## config.mk

```make
export PLATFORM = sky130hd
export DESIGN_NAME = packet_rr_arbiter
export DESIGN_NICKNAME = d
export VERILOG_FILES = /design/src/rtl/packet_rr_arbiter.sv
export SDC_FILE = /design/constraint.sdc
export NUM_CORES = 1
export LEC_CHECK = 0
export CAP_MARGIN = 30
export CORE_ASPECT_RATIO = 1.75
export CORE_MARGIN = 2
export CORE_UTILIZATION = 25
export CTS_CLUSTER_DIAMETER = 200
export DETAILED_ROUTE_END_ITERATION = 7
export GPL_ROUTABILITY_DRIVEN = 0
export HOLD_SLACK_MARGIN = 0.12
export PLACE_DENSITY = 0.4
export SYNTH_ARGS = -nofsm -noshare
export SYNTH_HDL_FRONTEND = slang
export SYNTH_SLANG_ARGS = --single-unit
```

## constraint.sdc

```tcl
create_clock -name clk -period 13.65 [get_ports clk]
set_input_delay 4.095 -clock clk [delete_from_list [all_inputs] [get_ports clk]]
set_output_delay 4.095 -clock clk [all_outputs]
set_load 0.02 [all_outputs]
```

## src/rtl/packet_rr_arbiter.sv

```systemverilog
// Packet-aware round-robin arbiter.
// A port keeps its grant from the header flit until the packet completes by
// beat count or by a tail flit, or until it drops its request. On release
// the next requester is chosen in the same cycle, searching upward from the
// port after the one just released, so back-to-back packets have no bubble.
module packet_rr_arbiter #(
  parameter int              NUM_PORTS   = 5,
  parameter int              LEN_W       = 12,
  parameter int              FT_W        = 3,
  parameter logic [FT_W-1:0] HEADER_TYPE = 3'b001,
  parameter logic [FT_W-1:0] TAIL_TYPE   = 3'b100
) (
  input  logic                          clk,
  input  logic                          rst,
  input  logic [NUM_PORTS-1:0]          req,
  input  logic [NUM_PORTS*FT_W-1:0]     flit_type,
  input  logic [NUM_PORTS*LEN_W-1:0]    length,
  input  logic                          out_ready,
  output logic [NUM_PORTS-1:0]          grant,
  output logic [$clog2(NUM_PORTS)-1:0]  grant_idx,
  output logic                          idle,
  output logic                          pkt_done
);

  localparam int IDX_W = $clog2(NUM_PORTS);

  typedef enum logic {
    S_IDLE  = 1'b0,
    S_GRANT = 1'b1
  } state_t;

  // First requester found searching upward from start, wrapping at NUM_PORTS.
  function automatic logic [IDX_W-1:0] rr_pick(input logic [NUM_PORTS-1:0] r,
                                               input logic [IDX_W-1:0]     start);
    logic [IDX_W-1:0] pick;
    logic             found;
    int               p;
    pick  = '0;
    found = 1'b0;
    for (int k = 0; k < NUM_PORTS; k++) begin
      p = (int'(start) + k) % NUM_PORTS;
      if (!found && r[p]) begin
        pick  = IDX_W'(p);
        found = 1'b1;
      end
    end
    return pick;
  endfunction

  // (i + 1) mod NUM_PORTS without relying on a power-of-two port count.
  function automatic logic [IDX_W-1:0] wrap_inc(input logic [IDX_W-1:0] i);
    if (int'(i) == NUM_PORTS - 1) begin
      return '0;
    end
    return i + 1'b1;
  endfunction

  // Beat counter increment that sticks at all-ones instead of wrapping.
  function automatic logic [LEN_W-1:0] sat_inc(input logic [LEN_W-1:0] c);
    return (&c) ? c : c + 1'b1;
  endfunction

  function automatic logic [NUM_PORTS-1:0] onehot(input logic [IDX_W-1:0] i);
    logic [NUM_PORTS-1:0] oh;
    oh    = '0;
    oh[i] = 1'b1;
    return oh;
  endfunction

  state_t               state_q, state_d;
  logic [IDX_W-1:0]     cur_q, cur_d;
  logic [IDX_W-1:0]     ptr_q, ptr_d;
  logic [LEN_W-1:0]     len_q, len_d;
  logic [LEN_W-1:0]     cnt_q, cnt_d;

  logic [NUM_PORTS-1:0] grant_d;
  logic [IDX_W-1:0]     idx_d;
  logic                 idle_d;
  logic                 done_d;

  logic                 cur_req;
  logic [FT_W-1:0]      cur_ft;
  logic [LEN_W-1:0]     cur_len;
  logic                 xfer;
  logic                 is_hdr;
  logic                 is_tail;
  logic [LEN_W-1:0]     cnt_next;
  logic [LEN_W-1:0]     len_eff;
  logic                 complete;

  // Fields of the currently selected port and transfer/completion decode.
  always_comb begin
    cur_req  = req[cur_q];
    cur_ft   = flit_type[int'(cur_q)*FT_W +: FT_W];
    cur_len  = length[int'(cur_q)*LEN_W +: LEN_W];
    xfer     = (state_q == S_GRANT) && cur_req && out_ready;
    is_hdr   = (cur_ft == HEADER_TYPE);
    is_tail  = (cur_ft == TAIL_TYPE);
    // A header restarts the packet, even mid-packet: count 1, fresh length.
    cnt_next = is_hdr ? LEN_W'(1) : sat_inc(cnt_q);
    len_eff  = is_hdr ? cur_len : len_q;
    // Length 0 or 1 completes on the header because 1 >= len_eff.
    complete = xfer && ((cnt_next >= len_eff) || is_tail);
  end

  // Next-state, packet bookkeeping and next registered output values.
  always_comb begin
    state_d = state_q;
    cur_d   = cur_q;
    ptr_d   = ptr_q;
    len_d   = len_q;
    cnt_d   = cnt_q;
    done_d  = 1'b0;

    case (state_q)
      S_IDLE: begin
        if (|req) begin
          state_d = S_GRANT;
          cur_d   = rr_pick(req, ptr_q);
        end
      end
      S_GRANT: begin
        if (xfer) begin
          len_d = len_eff;
          cnt_d = cnt_next;
        end
        // Dropped request releases silently; completion releases with done.
        // The released port is found last in the search, so it only wins
        // again when nobody else is requesting.
        if (!cur_req || complete) begin
          ptr_d  = wrap_inc(cur_q);
          done_d = complete;
          if (|req) begin
            cur_d = rr_pick(req, wrap_inc(cur_q));
          end else begin
            state_d = S_IDLE;
          end
        end
      end
      default: begin
        state_d = S_IDLE;
      end
    endcase

    grant_d = (state_d == S_GRANT) ? onehot(cur_d) : '0;
    idx_d   = (state_d == S_GRANT) ? cur_d : '0;
    idle_d  = (state_d != S_GRANT);
  end

  // Arbitration state, rotating pointer and packet length/beat tracking.
  always_ff @(posedge clk or negedge rst) begin
    if (!rst) begin
      state_q <= S_IDLE;
      cur_q   <= '0;
      ptr_q   <= '0;
      len_q   <= '0;
      cnt_q   <= '0;
    end else begin
      state_q <= state_d;
      cur_q   <= cur_d;
      ptr_q   <= ptr_d;
      len_q   <= len_d;
      cnt_q   <= cnt_d;
    end
  end

  // Registered outputs, all derived from the next state so they align with it.
  always_ff @(posedge clk or negedge rst) begin
    if (!rst) begin
      grant     <= '0;
      grant_idx <= '0;
      idle      <= 1'b1;
      pkt_done  <= 1'b0;
    end else begin
      grant     <= grant_d;
      grant_idx <= idx_d;
      idle      <= idle_d;
      pkt_done  <= done_d;
    end
  end

endmodule
```

### Word-level counts from Yosys, hierarchy flattened

Cells that the tools add are included.

| storage, ports and cells | value |
|---|---|
| flip-flop bits (word level) | 41 |
| bits of input ports | 83 |
| word-level logic and storage cells | 177 |

| cells by class | value |
|---|---|
| reductions and logical operators | 27 |
| $mul | 2 |
| mux-type cells | 98 |
| divide/modulo/power cells | 10 |
| add/sub/neg operators | 10 |
| equal/unequal tests | 3 |
| order comparisons | 14 |
| bitwise operators | 2 |
| shifts and indexed selects | 2 |

Operators by type and width:

| kind | number |
|---|---|
| $lt 32x5->1 const B | 10 |
| $mod 32x4->32 const B | 8 |
| $mod 4x4->32 const B | 2 |
| $mux 1 | 60 |
| $mux 3 | 20 |
| $shiftx 60x8->12 | 1 |
| $mux 12 | 3 |
| $bmux 1 s3 | 11 |
| $add 3x2->4 const B | 4 |
| $shiftx 15x6->3 | 1 |
| $add 12x1->12 const B | 1 |
| $ge 12x12->1 | 1 |
| $logic_and 1x1->1 | 12 |
| $reduce_and 12->1 | 1 |
| $mul 3x2->5 const B | 2 |
| $logic_not 1->1 | 9 |
| $add 3x1->4 const B | 2 |
| $add 3x3->4 const B | 2 |
| $lt 3x4->1 const B | 2 |
| $eq 3x3->1 const B | 2 |
| $pmux 3 s2 | 1 |
| $mux 5 | 1 |
| $reduce_or 5->1 | 1 |
| $reduce_and 2->1 | 2 |
| other kinds (7) | 9 |

### Longest topological paths before layout

| logic depth | value |
|---|---|
| depth after elaboration | 51 |
| depth in mapped cells | 24 |
| depth with buffers taken out | 21 |

### Worst setup path after synthesis

OpenSTA, ideal clock, no wires.

| timing path | value |
|---|---|
| path type | input to register |
| start | in flit_type[9] |
| end | reg grant[2] |
| cell stages on the path | 17 |
| arrival time | 7770 ps |
| slack | 5785 ps |
| library setup time | 95 ps |
| path through | mux4_2 -> a32oi_1 -> a21oi_1 -> o21ai_0 -> clkbuf_1 -> a221o_1 -> o21ai_0 -> ha_1 -> or4_1 -> a221oi_1 -> o21ai_0 -> a22oi_1 -> a21oi_1 -> nand2_1 -> nor4_1 -> or4b_4 -> nor4_4 |

| between the ends | value |
|---|---|
| word-level cells in the longest chain between the ends | 14 |
| elaborated cells between the ends (all ways) | 19 |
| classes of those cells | order compare: 3; eq/ne: 2; shift: 1; mux: 9; reduce/logical: 4 |

RTL lines:

| element | line | RTL |
|---|---|---|
| from (decl) | 16 | `input logic [NUM_PORTS*FT_W-1:0] flit_type,` |
| $shiftx 15x6->3 (*) | 94 | `cur_ft = flit_type[int'(cur_q)*FT_W +: FT_W];` |
| $eq 3x1->1 | 97 | `is_hdr = (cur_ft == HEADER_TYPE);` |
| $mux 12, on equally long branches | 100, 101 |  |
| $ge 12x12->1 | 103 | `complete = xfer && ((cnt_next >= len_eff) \|\| is_tail);` |
| $logic_or 1x1->1 (*) | 103 |  |
| $logic_and 1x1->1 (*) | 103 |  |
| $logic_or 1x1->1 (*) | 130 | `if (!cur_req \|\| complete) begin` |
| $mux 3 | 130 |  |
| $pmux 3 s2 | 115 | `case (state_q)` |
| $lt 3x4->1 (implied by the code) or $ge 3x1->1 (tied branches) | 66 | `oh[i] = 1'b1;` |
| $logic_and 1x1->1 (implied by the code) | 66 |  |
| $mux 1 (implied by the code) | 66 |  |
| $demux 1 s3 | 66 |  |
| $mux 5 (*) | 145 | `grant_d = (state_d == S_GRANT) ? onehot(cur_d) : '0;` |
| via grant_d[2] | 76 | `logic [NUM_PORTS-1:0] grant_d;` |
| to (signal assigned) | 175 | `grant <= grant_d;` |
| to (decl) | 19 | `output logic [NUM_PORTS-1:0] grant,` |

Mark *: on every way through the listed nets, which the timed path passes. The rest lies on a longest branch.
A chain may end at the register's enable or synchronous reset.

### Worst setup path in the final report

| timing path | value |
|---|---|
| start | in flit_type[11] |
| end | reg grant[0] |

| between the ends | value |
|---|---|
| word-level cells in the longest chain between the ends | 14 |
| elaborated cells between the ends (all ways) | 19 |
| classes of those cells | order compare: 3; eq/ne: 2; shift: 1; mux: 9; reduce/logical: 4 |

RTL lines:

| element | line | RTL |
|---|---|---|
| $shiftx 15x6->3 (*) | 94 |  |
| $eq 3x1->1 | 97 |  |
| $mux 12, on equally long branches | 100, 101 |  |
| $ge 12x12->1 | 103 |  |
| $logic_or 1x1->1 (*) | 103 |  |
| $logic_and 1x1->1 (*) | 103 |  |
| $logic_or 1x1->1 (*) | 130 |  |
| $mux 3 (*) | 130 |  |
| $pmux 3 s2 (*) | 115 |  |
| via cur_d[1] | 71 | `logic [IDX_W-1:0] cur_q, cur_d;` |
| $lt 3x4->1 (implied by the code) or $ge 3x1->1 (tied branches) | 66 |  |
| $logic_and 1x1->1 (implied by the code) | 66 |  |
| $mux 1 (implied by the code) | 66 |  |
| $demux 1 s3 (*) | 66 |  |
| $mux 5 (*) | 145 |  |
| via grant_d[0] | 76 |  |

Marked as above.

==> metrics.md <==
| Metric | Value |
|---|---|
| Mapped cell area | 5740 sq um |
| P&R area growth vs syn | 23.2% |
| CP Data Required Time | 13.80 ns |
| Clk slew on worst S/H paths | about 0.060 ns |
| Placeable Area | 22700 sq um |
| Iteration-0 DRC Markers | 233 |
| Final Util | 0.312 |
| CP endpoint kind | register |
| Synth area leader | dfrtp_1 |
| Switch share | 0.532 |
| Clk root buf | clkbuf_16 |
| HP Start | len_q[5] |
| Gr ovfl total | 0 |
| R2r startpoint | ptr_q[0] |
| Setup crit start kind | input pin |
| Die W | about 120 microns |
| Initial Util | 0.253 |
| Final Hold Viols | 0 |
| Maximum clock insertion buffer count | 2 |
| P_sw | 1.07 mW |
| Post-layout nets | 864 |
| N_diodes | 0 |
| Vias per cell | 5.26 |
| Clock group share of total power | 0.070 |
| Detailed Route WL | ~20000 microns |
| Vias in the first global route | 5682 |
| H-Tree Depth | 2 |
| Die height | 204 microns |
| Rows | 73 |
| DR WL/cell | roughly 19 microns |
| Die area | 24200 sq um |
| Num CTS Buffers | 5 |
| Register share of total power | 0.097 |
| Syn_nets | 800 |
| Hold Path Sink | len_q[5] |
| Initial antenna violation count | 0 |
| Post-DRT Antenna Nets | 0 |
| Input/output buffers | 92 |
| Flops & latches, synth | 41 |
| CTS tree | done |
| Tightest Hold Check Type | register to register |
| 1st-pass router iterations | 4 |
| Slowest CP cell | o21a_1 |
| Status | complete, no violations |
| Async S/R FF share, synth | 1.00 |
| Pwr Density | 284 nW/um^2 |
| Fin Setup TNS | 0 ns |
| Synth area leaders | dfrtp_1 17%, ha_1 10%, mux4_2 7.9% |
| Average cell area after synthesis | 8.56 sq um |
| Tmin final | ~8.6 ns |
| DR vias | ~5400 |
| Cts hold-fix bufs | 0 |
| Combinational share of power | 0.832 |
| Internal power | 0.942 mW |
| Fin. max-slew vios | 0 |
| Total I/O pin count | 93 |
| DRC Markers | 0 |
| Max IR drop VDD | 0.000124 V |
| EDFF count, synth | 0 |
| Fin crit share | 0.631 |
| Top cell type's share of synthesized area | 0.174 |
| CP arrival | between 8 and 9 ns |
| R2R depth | 22 |
| Yosys warning count | 0 |
| Library cells used by synthesis | 94 |
| Sequential-to-total area share from yosys stat | 0.179 |
| Crit Path Class | input pin to register |
| Slew headroom | 0.379 |
| Critical path, cell by cell | clkdlybuf4s50_1 > mux4_2 > nor2_1 > o21a_1 > o21ai_0 > ha_1 > or4_1 > a221oi_1 > o21ai_0 > a22oi_1 > a21oi_1 > nand2_1 > nor4_1 > or4b_4 > inv_1 > nor4_1 |
| Flop-to-flop setup slack | between 7 and 8 ns |
| FF-to-FF End | grant[0] |
| Max stage delay on crit path | 0.75 ns |
| Most used DFF post-synth | dfrtp_1 |
| Worst Skew | between 0.003 and 0.004 ns |
| Unrepaired setup endpoints after global routing | false |
| Clock latency on the worst-skew pair | 0.29 ns |
| Clock sink total | 41 |
| Share of post-route cells with drive strength above 1 | 0.114 |
| Critical path origin | flit_type[11] |
| Hold Path Stages | 2 |
| # Post-CTS Setup Buffers | 0 |
| Post-cts repair resize count | 0 |
| Fmax | 0.116 GHz |
| Global-route wire length before repair | between 30000 and 40000 microns |
| Leakage | between 2 and 3 nW |
| Detailed placement HPWL | 15400 microns |
| Setup violators final | 0 |
| Crit-path max FO | 28 |
| Mapped Cells | 670 |
| Final Power | approximately 2 mW |
| GRT Overall Usage | 0.161 |
| Max cap viols | 0 |
| Worst-Margin Slew | 0.931 ns |
| Largest net degree at the start of global routing | 42 |
## placed cells by master, fill, tap and decap left out, types with 9 or more instances in the layout
cell,synthesis,final
o211ai_1,13,13
nand3_1,12,12
nor3_1,12,12
nand2_1,59,59
nand2b_1,18,18
clkdlybuf4s50_1,0,91
o21ai_0,48,48
mux2i_1,26,26
xnor2_1,14,14
nand4_1,9,9
a221o_1,11,11
a21oi_1,33,33
nor2_1,47,47
ha_1,46,46
mux4_2,20,20
mux2_2,14,14
inv_1,28,28
dfrtp_1,40,39
and2_1,10,10
## registers in the layout, summed over array words and instances, names as in the netlist
| register | count |
|---|---|
| cnt_q | 12 |
| cur_q | 3 |
| grant | 5 |
| grant_idx | 3 |
| idle | 1 |
| len_q | 12 |
| pkt_done | 1 |
| ptr_q | 3 |
| state_q | 1 |
## cells in the mapped netlist (3+ instances only)
cell / number
dfrtp_1: 40
nand3_1: 12
or3_1: 4
or2_2: 3
a211oi_1: 5
nand4_1: 9
o31ai_1: 8
o21ai_0: 48
buf_2: 9
nor2b_1: 7
nor4_1: 5
a221o_1: 11
a221oi_1: 3
or4_1: 5
nand3b_1: 5
o21a_1: 8
and2_1: 10
nand2_1: 59
nor2_1: 47
and4_1: 3
o211ai_1: 13
inv_1: 28
o22a_1: 3
a22oi_1: 5
nand2b_1: 18
xnor2_1: 14
mux2i_1: 26
a21oi_1: 33
a211o_1: 3
buf_6: 4
o31a_1: 3
mux2_2: 14
nor3b_1: 5
clkbuf_1: 27
a21o_1: 7
and3_1: 8
nor3_1: 12
o22ai_1: 6
a31oi_1: 3
ha_1: 46
xor2_1: 8
mux4_2: 20
## how the worst max path moves through the flow
| stage | to | depth (start not counted) | slack, ns |
|---|---|---|---|
| 2_1_floorplan | grant[2] | 17 | 5.79 |
| 3_3_place_gp | grant[0] | 16 | 4.75 |
| 3_5_place_dp | grant[0] | 16 | 4.70 |
| 4_1_cts | grant[0] | 16 | 4.99 |
| 5_1_grt | grant[0] | 16 | 4.50 |
| 6_report | grant[0] | 16 | 5.04 |
## metal layers
| layer | routed length [microns] | track usage |
|---|---|---|
| met5 | 0 | 0 |
| met4 | 497 | 0.0561 |
| met3 | 702 | 0.0212 |
| met2 | 11400 | 0.334 |
| met1 | 7140 | 0.160 |
## power groups by stage
| stage | sequential (mW) | clock [mW] | combinational, mW |
|---|---|---|---|
| after floorplan | 0.201 | 0 | 1.28 |
| after global placement | 0.199 | 0 | 1.66 |
| after detailed placement | 0.199 | 0 | 1.68 |
| after CTS | 0.197 | 0.143 | 1.69 |
| after global routing | 0.202 | 0.148 | 1.85 |
| final | 0.196 | 0.141 | 1.67 |
## logic make-up (layout without fill, tap and decap cells)
family,after synthesis,after routing,synth area share
DFF,41,41,0.179
adders and majority gates,47,47,0.104
muxes,60,60,0.151
AOI/OAI and AO/OA,192,192,0.242
and+or+nand+nor,231,231,0.226
buffers and inverters,75,140,0.0578
xor gates and xnor gates,24,24,0.0393
## critical path, delay by kind of cell
kind / cells / cell delay (ns)
compound gates: 6 / 1.86
fa+ha+maj: 1 / 0.27
buf+inv: 2 / 0.51
mux: 1 / 0.48
simple gates: 6 / 1.54
## through the flow
| step | cells | area [sq um] | worst slack (ns) | hold WS (ns) |
|---|---|---|---|---|
| 2_1_floorplan | 670 | 5740 | 5.79 | 0.445 |
| 3_3_place_gp | 1026 | 6880 | 4.75 | 0.458 |
| 3_5_place_dp | 1027 | 6900 | 4.70 | 0.467 |
| 4_1_cts | 1035 | 7070 | 4.99 | 0.481 |
| 5_1_grt | 1035 | 7070 | 4.50 | 0.503 |
| 6_report | 1035 | 7070 | 5.04 | 0.480 |
## layout make-up
type	count	area, sq um
sequential	41	1030
inverter	32	125
tap	300	375
timing repair buffer	100	988
clock buffer	5	125
clock inverter	3	46.3
multi-input combinational	554	4380
fill	2460	15600
(Power assumes the default switching activity.)
